==> src/rtl/pipe_stage_reg.sv <==
// pipe_stage_reg: inter-stage pipeline register with valid/ready handshake, stall, flush and bubble masking.
// Define PIPE_STAGE_SKID_EN for a 2-entry skid buffer with registered in_ready.
module pipe_stage_reg #(
  parameter int WIDTH = 32,
  parameter int PC_W = 32,
  parameter int A3_W = 5,
  parameter logic [PC_W-1:0] PC_RESET = PC_W'(32'h0000_3000)
) (
  input  logic             clk,
  input  logic             reset,
  input  logic             stall,
  input  logic             flush,
  input  logic             in_valid,
  output logic             in_ready,
  input  logic [WIDTH-1:0] in_data,
  input  logic [PC_W-1:0]  in_pc,
  input  logic [A3_W-1:0]  in_a3,
  output logic             out_valid,
  input  logic             out_ready,
  output logic [WIDTH-1:0] out_data,
  output logic [PC_W-1:0]  out_pc,
  output logic [A3_W-1:0]  out_a3,
  output logic [1:0]       occ
);
  logic             main_valid;
  logic [WIDTH-1:0] main_data;
  logic [PC_W-1:0]  main_pc;
  logic [A3_W-1:0]  main_a3;
  logic             drain;
  logic             accept;
  assign drain     = main_valid & out_ready & ~stall;
  assign accept    = in_valid & in_ready;
  assign out_valid = main_valid;
  assign out_data  = main_data;
  assign out_pc    = main_pc;
  // bubbles must never write the register file or feed forwarding
  assign out_a3    = main_a3 & {A3_W{main_valid}};
`ifdef PIPE_STAGE_SKID_EN
  logic             skid_valid;
  logic             rdy;
  logic [WIDTH-1:0] skid_data;
  logic [PC_W-1:0]  skid_pc;
  logic [A3_W-1:0]  skid_a3;
  logic             to_skid;
  logic             main_valid_n;
  logic             skid_valid_n;
  assign in_ready     = rdy;
  assign to_skid      = accept & main_valid & ~drain & ~skid_valid;
  assign main_valid_n = ~flush & (skid_valid | accept | (main_valid & ~drain));
  assign skid_valid_n = ~flush & (skid_valid ? ~drain : to_skid);
  assign occ          = {skid_valid, main_valid & ~skid_valid};
  always_ff @(posedge clk or negedge reset) begin
    if (!reset) begin
      main_valid <= 1'b0;
      skid_valid <= 1'b0;
      rdy        <= 1'b0;
      main_data  <= '0;
      main_pc    <= PC_RESET;
      main_a3    <= '0;
      skid_data  <= '0;
      skid_pc    <= '0;
      skid_a3    <= '0;
    end else begin
      main_valid <= main_valid_n;
      skid_valid <= skid_valid_n;
      rdy        <= ~skid_valid_n;
      if (!flush && drain && skid_valid) begin
        main_data <= skid_data;
        main_pc   <= skid_pc;
        main_a3   <= skid_a3;
      end else if (!flush && accept && (!main_valid || drain)) begin
        main_data <= in_data;
        main_pc   <= in_pc;
        main_a3   <= in_a3;
      end
      if (!flush && to_skid) begin
        skid_data <= in_data;
        skid_pc   <= in_pc;
        skid_a3   <= in_a3;
      end
    end
  end
`else
  assign in_ready = ~main_valid | drain;
  assign occ      = {1'b0, main_valid};
  always_ff @(posedge clk or negedge reset) begin
    if (!reset) begin
      main_valid <= 1'b0;
      main_data  <= '0;
      main_pc    <= PC_RESET;
      main_a3    <= '0;
    end else begin
      main_valid <= ~flush & (accept | (main_valid & ~drain));
      if (!flush && accept) begin
        main_data <= in_data;
        main_pc   <= in_pc;
        main_a3   <= in_a3;
      end
    end
  end
`endif
endmodule

==> config.mk <==
export PLATFORM = sky130hd
export DESIGN_NAME = pipe_stage_reg
export DESIGN_NICKNAME = d
export VERILOG_FILES = /design/src/rtl/pipe_stage_reg.sv
export SDC_FILE = /design/constraint.sdc
export NUM_CORES = 1
export LEC_CHECK = 0
export CORE_ASPECT_RATIO = 1.1
export CORE_MARGIN = 2
export CORE_UTILIZATION = 38
export DETAILED_ROUTE_END_ITERATION = 7
export PLACE_DENSITY = 0.84
export SYNTH_ARGS = -nofsm -noshare
export SYNTH_HDL_FRONTEND = slang
export SYNTH_SLANG_ARGS = --single-unit
==> constraint.sdc <==
create_clock -name clk -period 1.6 [get_ports clk]
set_input_delay 0.48 -clock clk [delete_from_list [all_inputs] [get_ports clk]]
set_output_delay 0.48 -clock clk [all_outputs]
set_load 0.05 [all_outputs]
Yosys cells after proc, flatten, opt, wreduce, memory -nomap -nowiden
Cells that the tools add are included.

Bitwise logic cells: 12. Reduce and logical (&&, ||, !) cells: 2.

Operators by type and width (count): 1-bit AND (5); 5-bit AND (1); 1-bit inverter (4); 1-bit bitwise OR (2); 1-bit logical AND (1); 1-bit logical NOT (1).

Logic and storage cells: 18. Input bits: 75. Bits in registers: 70. Output and inout port bits: 73.

Depth between registers and ports, before layout
Gate-level depths: netlist of the first run.

Depth after elaboration: 6. Gate-level depth with buffers: 5. Gate-level depth less buffers: 3.

Least setup slack after synthesis of the first run
OpenSTA, ideal clock, no wires.

Kind: register to register. Start point: register main_valid, in the netlist out_valid. End point: register main_data[10], in the netlist out_data[10]. Arrival time: 1.626 ns. Cell stages (with the launch flop): 5. Data required time: 1.473 ns. Library setup time: 0.127 ns. Path slack: -0.153 ns. Period minus slack after synthesis: 1.753 ns. Path through: dfrtp_1 a211oi_2 buf_4 buf_6 mux2_1.

Word-level cells in the longest chain between the ends: 5.

RTL lines: start, declared (line 25) `logic main_valid;`; start signal, assigned (line 93) `main_valid <= ~flush & (accept | (main_valid & ~drain));`; 1-bit AND (2 in series) (line 31) `assign drain = main_valid & out_ready & ~stall;`; 1-bit bitwise OR (*) (line 84) `assign in_ready = ~main_valid | drain;`; 1-bit AND (*) (line 32) `assign accept = in_valid & in_ready;`; 1-bit logical AND (*) (line 94) `if (!flush && accept) begin`; end signal, assigned (line 95) `main_data <= in_data;`; end, declared (line 26) `logic [WIDTH-1:0] main_data;`.

Every way passes the cells marked *; elsewhere a longest branch is shown, timed or not. A chain may end at the register's enable or synchronous reset.

Final worst setup path of the first run
Start point: register main_valid, in the netlist out_valid. End point: register main_pc[27], in the netlist out_pc[27].

Word-level cells in the longest chain between the ends: 5.

RTL lines: 1-bit AND (2 in series) (line 31); 1-bit bitwise OR (*) (line 84); 1-bit AND (*) (line 32); 1-bit logical AND (*) (line 94); end signal, assigned (line 96) `main_pc <= in_pc;`; end, declared (line 27) `logic [PC_W-1:0] main_pc;`.

Marked as above.

==> results by group, run 1 <==
Detailed routing
  • Average routed wire per standard cell: 21.0 um
  • ANT nets after route: 0
  • Post-detailed-routing wire length: 8780 um
  • Count of TritonRoute iterations in the first routing pass: 4
  • Vias/cell: 4.86
  • Drt initial violations: 33
  • Count of unresolved DRC violations after routing: 0
  • Vias post-DR: 2,030

Die
  • Chip Width: 83.8 um
  • Die height: 91.8 um
  • Core area: 6890 sq um
  • Starting utilization of the core area: 38.7%
  • Top-Level Pins: 148
  • Die Outline Area: 7700 sq um
  • Standard-cell rows: 32

Global route
  • Via count of the first global-routing pass: 2,417
  • Total routing resource utilization after global routing: 23.0%
  • Overall overflow remaining after global route: 0
  • Global-route wire length before repair: 13,500 um
  • Pin count of the biggest net entering global routing: 71
  • Initial antenna violation count: 1

STA
  • Final setup skew: 0.00641 ns
  • Final setup violation count: 75
  • Worst Slack Setup Final: -0.0875 ns
  • Max-slew violation total from the final report: 0
  • Unrepaired setup endpoints after global routing: true
  • Max Clk Rate: 593 MHz
  • Time the worst path needs with I/O delays and setup: 1.69 ns
  • Final worst path period share: 105%
  • Final Hold Viols: 0

Clock tree
  • Number of levels the H-tree was split into: 3
  • Number of buffers inserted for hold repair after clock tree synthesis: 0
  • Clock transition time at the flip-flop clock pins of the worst setup and hold paths: 0.08 ns
  • Clock tree sinks: 70
  • Clock latency on the worst-skew pair: 0.33 ns
  • Cell at the root of the clock tree: clkbuf_8
  • Clock tree from TritonCTS: yes
  • CTS max path bufs: 2
  • Number of buffers added by the clock tree synthesis step: 9

Cells and area
  • Post-route core utilization: 84.1%
  • Highest-count cells in the layout ignoring fill and taps: buf_12 (80), mux2_4 (69), clkdlybuf4s50_1 (69)
  • Relative area change from synthesis to final layout: 117%
  • Total Nets Final: 403
  • Filler instances: 350
  • Most common cell after layout, fill and taps aside: buf_12
  • Finished Cell Area: 5790 sq um
  • Fraction of layout cells with a size suffix above 1: 56.9%
  • Sequential cell area: 1760 sq um
  • Area of the multi-input gates: 1130 sq um

Synthesis
  • Combined area of all synthesized cells: 2660 sq um
  • Number of different library cells in the post-synthesis netlist: 14
  • Gate count after technology mapping: 159
  • Cell type with the largest total area after synthesis: dfrtp_1
  • Mux cell area share after synthesis: 29.2%
  • Area share of the leading cell type in the synthesized netlist: 63.9%
  • Seq cells post-synth: 70
  • Register area share after synthesis: 65.9%
  • Xor/xnor share of the synthesized area: 0%
  • Simple-gate area share of the yosys netlist: 1.83%
  • Post-Synth Adder-Cell Area: 0%
  • Synthesized area per cell: 16.8 sq um
  • Combinational family with the most area after synthesis: multiplexers
  • Nets in the synthesized netlist: 234
  • Dominant cells by area after synthesis: dfrtp_1 (64%), mux2_2 (25%), mux2_1 (4.2%)
  • Complex-gate fraction of the synthesized area: 0.658%
  • Syn. warnings: 0

Worst setup path
  • Crit path max-delay family: buffers and inverters
  • Cell breakdown of the critical path: buf_6, a211oi_4, buf_6, buf_12, clkbuf_16, mux2_4
  • Register-to-register path setup slack: -0.09 ns
  • Critical Path AT: 1.90 ns
  • CP Buf/Inv Count: 4
  • Worst setup SP type: flop
  • Most common cell on crit path: buf_6
  • Crit. End Element: flop
  • Critical setup path kind: flop to flop
  • Standard cell with the maximum stage delay on the critical path: dfrtp_2
  • Maximum cell stage delay along the critical path: 0.43 ns
  • Required time of the worst setup path: 1.81 ns
  • Top fanout value on the critical path: 5

Min path
  • Class of the worst hold path: input port to async pin

Outcome
  • Outcome: complete, but fails checks
  • Failing checks: negative setup slack

Pwr
  • Worst ir drop on vdd: 0.000986 V
  • Leakage power summed over all cells: 0.00262 uW
  • Cell Pwr Density: 1270 nW/um^2

Placement
  • Final weighted congestion of routability-driven global placement: 0.747
  • Count of input and output buffers: 146
  • Post-place instance area: 4970 sq um
  • Post-detailed-placement half-perimeter wirelength: 5400 um

Flow run
  • Number of maximum-capacitance violations: 0
cell type report:
cell class	count	share of cell area [%]
clock inverter	4	0.821
antenna	1	0.0432
sequential	70	30.3
multi-input combinational	79	19.5
tap	85	1.84
clock buffer	11	2.44
timing repair buffer	167	45.0
inverter	1	0.0648
routing by layer:
layer,wire length (um),vias to the layer above,track usage (%)
met4,170,0,8.33
met3,433,14,5.85
met1,3270,1048,25.9
met2,4910,82,41.8
li1,-,886,-
met5,0,-,0
sequential cells by signal, summed over array words and instances, names as in the netlist:
| register | cells |
|---|---|
| out_data | 32 |
| out_pc | 32 |
| main_a3 | 5 |
| out_valid | 1 |
worst paths after layout:
kind,from,to,depth (start not counted)
worst max-delay path,out_valid$_DFF_PN0_,out_pc[27]$_DFFE_PN0P_,6
worst min-delay path,reset,out_data[10]$_DFFE_PN0P_,2
worst max register to register,out_valid$_DFF_PN0_,out_pc[27]$_DFFE_PN0P_,6
worst min register to register,main_a3[4]$_DFFE_PN0P_,main_a3[4]$_DFFE_PN0P_,1
max in group asynchronous,reset,out_pc[13]$_DFFE_PN1P_,2
min in group clk,main_a3[4]$_DFFE_PN0P_,main_a3[4]$_DFFE_PN0P_,1
where the power goes:
part / switching (uW) / internal [uW]
sequential: 361 / 2100
clock: 631 / 750
combinational: 1580 / 1910
total: 2570 / 4760
stage by stage:
| step | hold slack, ns | setup TNS [ns] | std cells | worst slack, ns | total power (uW) |
|---|---|---|---|---|---|
| 6_report | 0.155 | -3.99 | 418 | -0.0875 | 7330 |
| 5_1_grt | 0.178 | -7.04 | 418 | -0.130 | 7600 |
| 4_1_cts | 0.165 | -1.80 | 417 | -0.0753 | 7270 |
| 3_5_place_dp | 0.499 | -36.50 | 386 | -0.554 | 5620 |
| 3_3_place_gp | 0.484 | -35.11 | 386 | -0.520 | 5540 |
| 2_1_floorplan | 0.184 | -0.203 | 159 | -0.0245 | 3780 |
timing repair:
action                                  4_1_cts  5_1_grt
gates cloned                                  7        2
endpoints found under the setup margin       75       75
hold endpoints to repair                      0        0
gates resized for setup                      71       32
setup buffers                                10        0
pin swaps                                     1        1
logic make-up after synthesis:
family,Yosys count
DFF,70
AOI/OAI and AO/OA,2
buffers and inverters,10
other,1
and+or+nand+nor,7
muxes,69
synth_stat cells:
cell	instances
buf_6	1
dfstp_2	2
mux2_2	59
nand2b_4	1
a211oi_2	1
and2_1	5
nand2_1	1
inv_1	1
conb_1	1
dfrtp_1	68
mux2_1	10
a21oi_1	1
buf_2	5
buf_4	3
No activity file was read; power rests on OpenSTA's default activity.
==> run 2: changes to the inputs <==
Settings changed: CORE_UTILIZATION 38 to 35, PLACE_DENSITY 0.84 to 0.82, SKIP_CTS_REPAIR_TIMING set to 1.
Clock period 1.6 ns to 1.5 ns, I/O delays scaled along.
==> run 2 against run 1 <==
The run still ends with negative setup slack left; clock power is 9% higher; total power is 6.1% higher; flip-flop and latch count stayed put; non-clock buffer count stayed put; combinational power is 5% higher; first-iteration DRC count is 42% higher; core utilization is 7.7 points lower; critical endpoint is now out_a3[2].
==> results by group, run 2 (synthesis results as in run 1) <==
Outcome
  • Outcome: complete, but fails checks
  • Failing checks: negative setup slack

Placement
  • Final weighted congestion of routability-driven global placement: 0.698
  • Post-detailed-placement half-perimeter wirelength: 5490 um
  • Post-place instance area: 5030 sq um
  • Count of input and output buffers: 146

Cells and area
  • Post-route core utilization: 76.4%
  • Relative area change from synthesis to final layout: 113%
  • Total Nets Final: 403
  • Highest-count cells in the layout ignoring fill and taps: buf_12 (74), clkdlybuf4s50_1 (69), mux2_4 (68)
  • Fraction of layout cells with a size suffix above 1: 56.6%
  • Finished Cell Area: 5680 sq um
  • Most common cell after layout, fill and taps aside: buf_12
  • Number of inserted diodes: 0
  • Filler instances: 427

Clock tree
  • CTS max path bufs: 2
  • Clock tree from TritonCTS: yes
  • Clock latency on the worst-skew pair: 0.33 ns
  • Number of levels the H-tree was split into: 3
  • Clock tree sinks: 70
  • Clock transition time at the flip-flop clock pins of the worst setup and hold paths: 0.08 ns
  • Cell at the root of the clock tree: clkbuf_8
  • Number of buffers added by the clock tree synthesis step: 9

Flow run
  • Number of maximum-capacitance violations: 0

Global route
  • Overall overflow remaining after global route: 0
  • Total routing resource utilization after global routing: 17.0%
  • Initial antenna violation count: 0
  • Global-route wire length before repair: 10,800 um
  • Pin count of the biggest net entering global routing: 38
  • Via count of the first global-routing pass: 2,136

Worst setup path
  • Maximum cell stage delay along the critical path: 0.43 ns
  • Critical Path AT: 1.18 ns
  • Top fanout value on the critical path: 7
  • Register-to-register path setup slack: -0.11 ns
  • Critical setup path kind: flop to output port
  • Standard cell with the maximum stage delay on the critical path: dfrtp_2
  • Required time of the worst setup path: 1.05 ns
  • Worst setup SP type: flop
  • Crit. End Element: output port
  • Cell breakdown of the critical path: buf_6, and2_4, buf_12

Detailed routing
  • Post-detailed-routing wire length: 8260 um
  • Drt initial violations: 47
  • Vias post-DR: 1,989
  • Count of unresolved DRC violations after routing: 0
  • ANT nets after route: 0
  • Average routed wire per standard cell: 19.7 um
  • Count of TritonRoute iterations in the first routing pass: 4
  • Vias/cell: 4.75

STA
  • Time the worst path needs with I/O delays and setup: 1.63 ns
  • Worst hold slack across all endpoints: 0.155 ns
  • Final setup violation count: 77
  • Unrepaired setup endpoints after global routing: true
  • Final setup skew: 0.00778 ns
  • Final worst path period share: 108%
  • Max-slew violation total from the final report: 0
  • Worst Slack Setup Final: -0.127 ns
  • Max Clk Rate: 615 MHz
  • Final Hold Viols: 0

Die
  • Core area: 7430 sq um
  • Standard-cell rows: 33
  • Starting utilization of the core area: 35.8%
  • Die Outline Area: 8330 sq um
  • Die height: 95.5 um
  • Top-Level Pins: 148
  • Chip Width: 87.2 um

Pwr
  • Total net switching power: 2740 uW
  • Part of the power in the clock network: 19.2%
  • Cell Pwr Density: 1370 nW/um^2
  • Internal: 5040 uW
  • Leakage power summed over all cells: 0.00261 uW
  • Worst ir drop on vdd: 0.00109 V
  • Net Sw Frac: 35.3%
  • Combinational Power Share: 47.0%
  • Register share of total power: 33.8%

Min path
  • Class of the worst hold path: input port to async pin
-- run 2: worst max-delay path, delay by kind of cell, from the launching register on --
family | cells | cell delay (ns)
flops | 1 | 0.43
buf+inv | 2 | 0.28
simple gates | 1 | 0.14
-- run 2: power groups by stage --
stage / logic [uW] / clock network [uW] / registers, uW
after floorplan: 454 / 0 / 3580
after detailed placement: 3370 / 0 / 2640
after global routing: 3770 / 1620 / 2670
after global placement: 3320 / 0 / 2610
after CTS: 3370 / 1520 / 2610
final: 3660 / 1500 / 2630
-- run 2: final timing paths --
kind,start,to,cells past startpoint
setup / recovery,out_valid$_DFF_PN0_,out_a3[2],3
hold reg to reg,main_a3[0]$_DFFE_PN0P_,main_a3[0]$_DFFE_PN0P_,1
setup reg to reg,out_valid$_DFF_PN0_,main_a3[3]$_DFFE_PN0P_,5
hold / removal,reset,out_data[27]$_DFFE_PN0P_,2
min in group clk,flush,out_valid$_DFF_PN0_,2
max in group asynchronous,reset,out_pc[13]$_DFFE_PN1P_,2
-- run 2: metal layers --
metal  wire length, um  global-route usage, %
met5                 0                      0
met4               102                   6.41
met3               531                   6.15
met2              4490                   30.2
met1              3140                   18.5
-- run 2: stage by stage --
step / TNS [ns] / power, uW / instances / setup slack, ns
after global placement: -36.73 / 5930 / 395 / -0.546
after global routing: -9.24 / 8060 / 419 / -0.167
after CTS: -16.77 / 7500 / 410 / -0.275
after floorplan: -5.80 / 4030 / 159 / -0.121
final: -6.30 / 7780 / 419 / -0.127
after detailed placement: -39.60 / 6010 / 395 / -0.606
-- run 2: cell type report --
class,count,area (sq um),area share [%]
timing repair buffer,167,2500,44.0
sequential,70,1760,30.9
multi-input combinational,79,1120,19.8
clock buffer,11,141,2.49
tap,87,109,1.92
clock inverter,4,47.5,0.837
inverter,1,3.75,0.0661
==> edit: new RTL, flow settings as in run 2 <==
Set the parameter `A3_W` to 10 (it was 5).
--- a/src/rtl/pipe_stage_reg.sv
+++ b/src/rtl/pipe_stage_reg.sv
@@ -3,7 +3,7 @@
 module pipe_stage_reg #(
   parameter int WIDTH = 32,
   parameter int PC_W = 32,
-  parameter int A3_W = 5,
+  parameter int A3_W = 10,
   parameter logic [PC_W-1:0] PC_RESET = PC_W'(32'h0000_3000)
 ) (
   input  logic             clk,
Ports: changed (resized in_a3 and out_a3); port bits go from 148 to 158. No check against the original RTL was run, so the function may have changed too.
==> edit against run 2 <==
The run still ends with setup timing left; final area is 10% higher; sequential cell count is 5 higher; critical path depth stayed put; routed wire length is 5.8% higher; largest power group unchanged; synthesized area is 20% higher; count of clock-buffer cells in the layout is 1 lower; setup slack worse by 0.098 ns; power is 10% higher.
==> edit: results (changes against run 2) <==
- Status: finished, violations left (unchanged).
- Failing checks: setup timing (unchanged).
- The largest fanout on the critical path is 6 (was 7).
- The total wire length after detailed routing is 8736 um (was 8259 um).
- The number of buffers added on ports came to 156 (was 146).
- The maximum buffer depth of the clock tree is 2 (unchanged).
- The post-layout net count is 435 (was 403).
- The post-placement setup slack is -0.6751 ns (was -0.6061 ns).
- For the worst-skew pair, the clock arrives at the later sink with an insertion delay of 0.34 ns.
- The final weighted congestion of routability-driven global placement was 0.6947 (was 0.6979).
- The master cell of the clock root buffer is sky130_fd_sc_hd__clkbuf_8 (unchanged).
- The overall track demand over capacity in global routing is 16.49% (was 16.98%).
- The number of global-route vias before repair came to 2375 (was 2136).
- The fraction of registers with async set/reset was 100.0% (unchanged).
- The switching share of total power was 34.04% (was 35.27%).
- The number of setup violations in the final report came to 87 (was 77).
- The post-detailed-route via-to-cell ratio is 4.536 (was 4.747).
- The share of post-route cells with drive strength above 1 is 57.50% (was 56.63%).
- The worst clock skew is 0.008025 ns (was 0.007779 ns).
- The sequential cell area fraction in the yosys report was 58.76% (was 65.85%).
- Synth top area cells: sky130_fd_sc_hd__dfrtp_1, sky130_fd_sc_hd__mux2_4, sky130_fd_sc_hd__mux2_2 (was sky130_fd_sc_hd__dfrtp_1, sky130_fd_sc_hd__mux2_2, sky130_fd_sc_hd__mux2_1).
- The wire length of the first global-routing pass was 12420 um (was 10780 um).
- The count of TritonRoute iterations in the first routing pass is 4 (unchanged).
- Most used standard cells in the synthesized netlist: sky130_fd_sc_hd__dfrtp_1, sky130_fd_sc_hd__mux2_4, sky130_fd_sc_hd__mux2_2 (was sky130_fd_sc_hd__dfrtp_1, sky130_fd_sc_hd__mux2_2, sky130_fd_sc_hd__mux2_1).
- The setup slack of the critical path after layout came to -0.2254 ns (was -0.1273 ns).
- The detailed-placement wirelength estimate is 5864 um (was 5493 um).
- The chip width is 95.14 um (was 87.18 um).
- The arrival time of the worst setup path is 1.28 ns (was 1.18 ns).
- The standby leakage power came to 0.002849 uW (was 0.002610 uW).
- The path category of the worst min-delay check is in -> async (unchanged).
- The initial antenna violation count was 0 (unchanged).
- The count of routing violations after the opening detailed-route iteration is 52 (was 47).
- The pin count of the biggest net entering global routing came to 76 (was 38).
- The net count after synthesis is 256 (was 234).
- The largest vdd supply drop is 0.0006891 V (was 0.001090 V).
- The number of H-tree levels is 3 (unchanged).
- The clock transition at the registers of the reported paths is 0.08 ns (about the same).
- The count of unique library cells instantiated by Yosys is 16 (was 14).
-- edit: metal layers --
layer | vias up | track usage (%) | wire, um
met1 | 1079 | 19.30 | 3412
met5 | - | 0 | 0
met3 | 12 | 5.652 | 597
met2 | 95 | 27.46 | 4536
li1 | 964 | - | -
met4 | 0 | 6.315 | 190
-- edit: final cells by class --
type                       count  area (um2)
timing repair buffer         179        2744
fill                         561        2614
sequential                    75        1881
multi-input combinational     89        1247
tap                          114       142.6
clock buffer                  10       127.6
clock inverter                 6       113.9
inverter                       1       3.754
-- edit: power by group through the flow --
stage               combinational, uW  clock (uW)  sequential, uW
floorplan                         764           0            3760
global placement                 3680           0            2810
detailed placement               3730           0            2830
CTS                              3740        1920            2800
global route                     4000        2020            2850
finish                           3870        1890            2800
-- edit: final timing paths --
path | depth (start not counted) | slack, ns | end | start
max | 3 | -0.23 | out_a3[2] | out_valid$_DFF_PN0_
min | 2 | 0.11 | out_pc[10]$_DFFE_PN0P_ | reset
max reg2reg | 4 | -0.09 | main_a3[3]$_DFFE_PN0P_ | out_valid$_DFF_PN0_
min reg2reg | 1 | 0.52 | main_a3[2]$_DFFE_PN0P_ | main_a3[2]$_DFFE_PN0P_
max in group asynchronous | 2 | 1.04 | out_valid$_DFF_PN0_ | reset
min in group clk | 2 | 0.40 | out_valid$_DFF_PN0_ | flush
-- edit: stage by stage --
step | instance area [um2] | instances | utilization [%] | setup TNS (ns) | hold WS (ns)
3_5_place_dp | 5652 | 443 | 63.69 | -47.41 | 0.4926
3_3_place_gp | 5652 | 443 | 63.69 | -44.26 | 0.4866
5_1_grt | 6260 | 474 | 70.54 | -9.160 | 0.1316
2_1_floorplan | 3217 | 176 | - | -5.543 | 0.1544
6_report | 6260 | 474 | 70.54 | -6.471 | 0.1144
4_1_cts | 5893 | 459 | 66.41 | -23.00 | 0.1221
-- edit: kinds of logic (layout without fill, tap and decap cells) --
logic type	after synthesis	after routing	share of synthesized area, %
muxes	74	74	33.10
AOI/OAI and AO/OA	2	2	0.5475
buffers and inverters	12	196	4.968
other	1	1	0.1173
DFF	75	75	58.76
and+or+nand+nor	12	12	2.504
-- edit: worst max-delay path: stages (launching register included) --
cell and delay, ns:
sky130_fd_sc_hd__dfrtp_2 0.47, sky130_fd_sc_hd__clkbuf_16 0.18, sky130_fd_sc_hd__and2_4 0.14, sky130_fd_sc_hd__buf_12 0.14
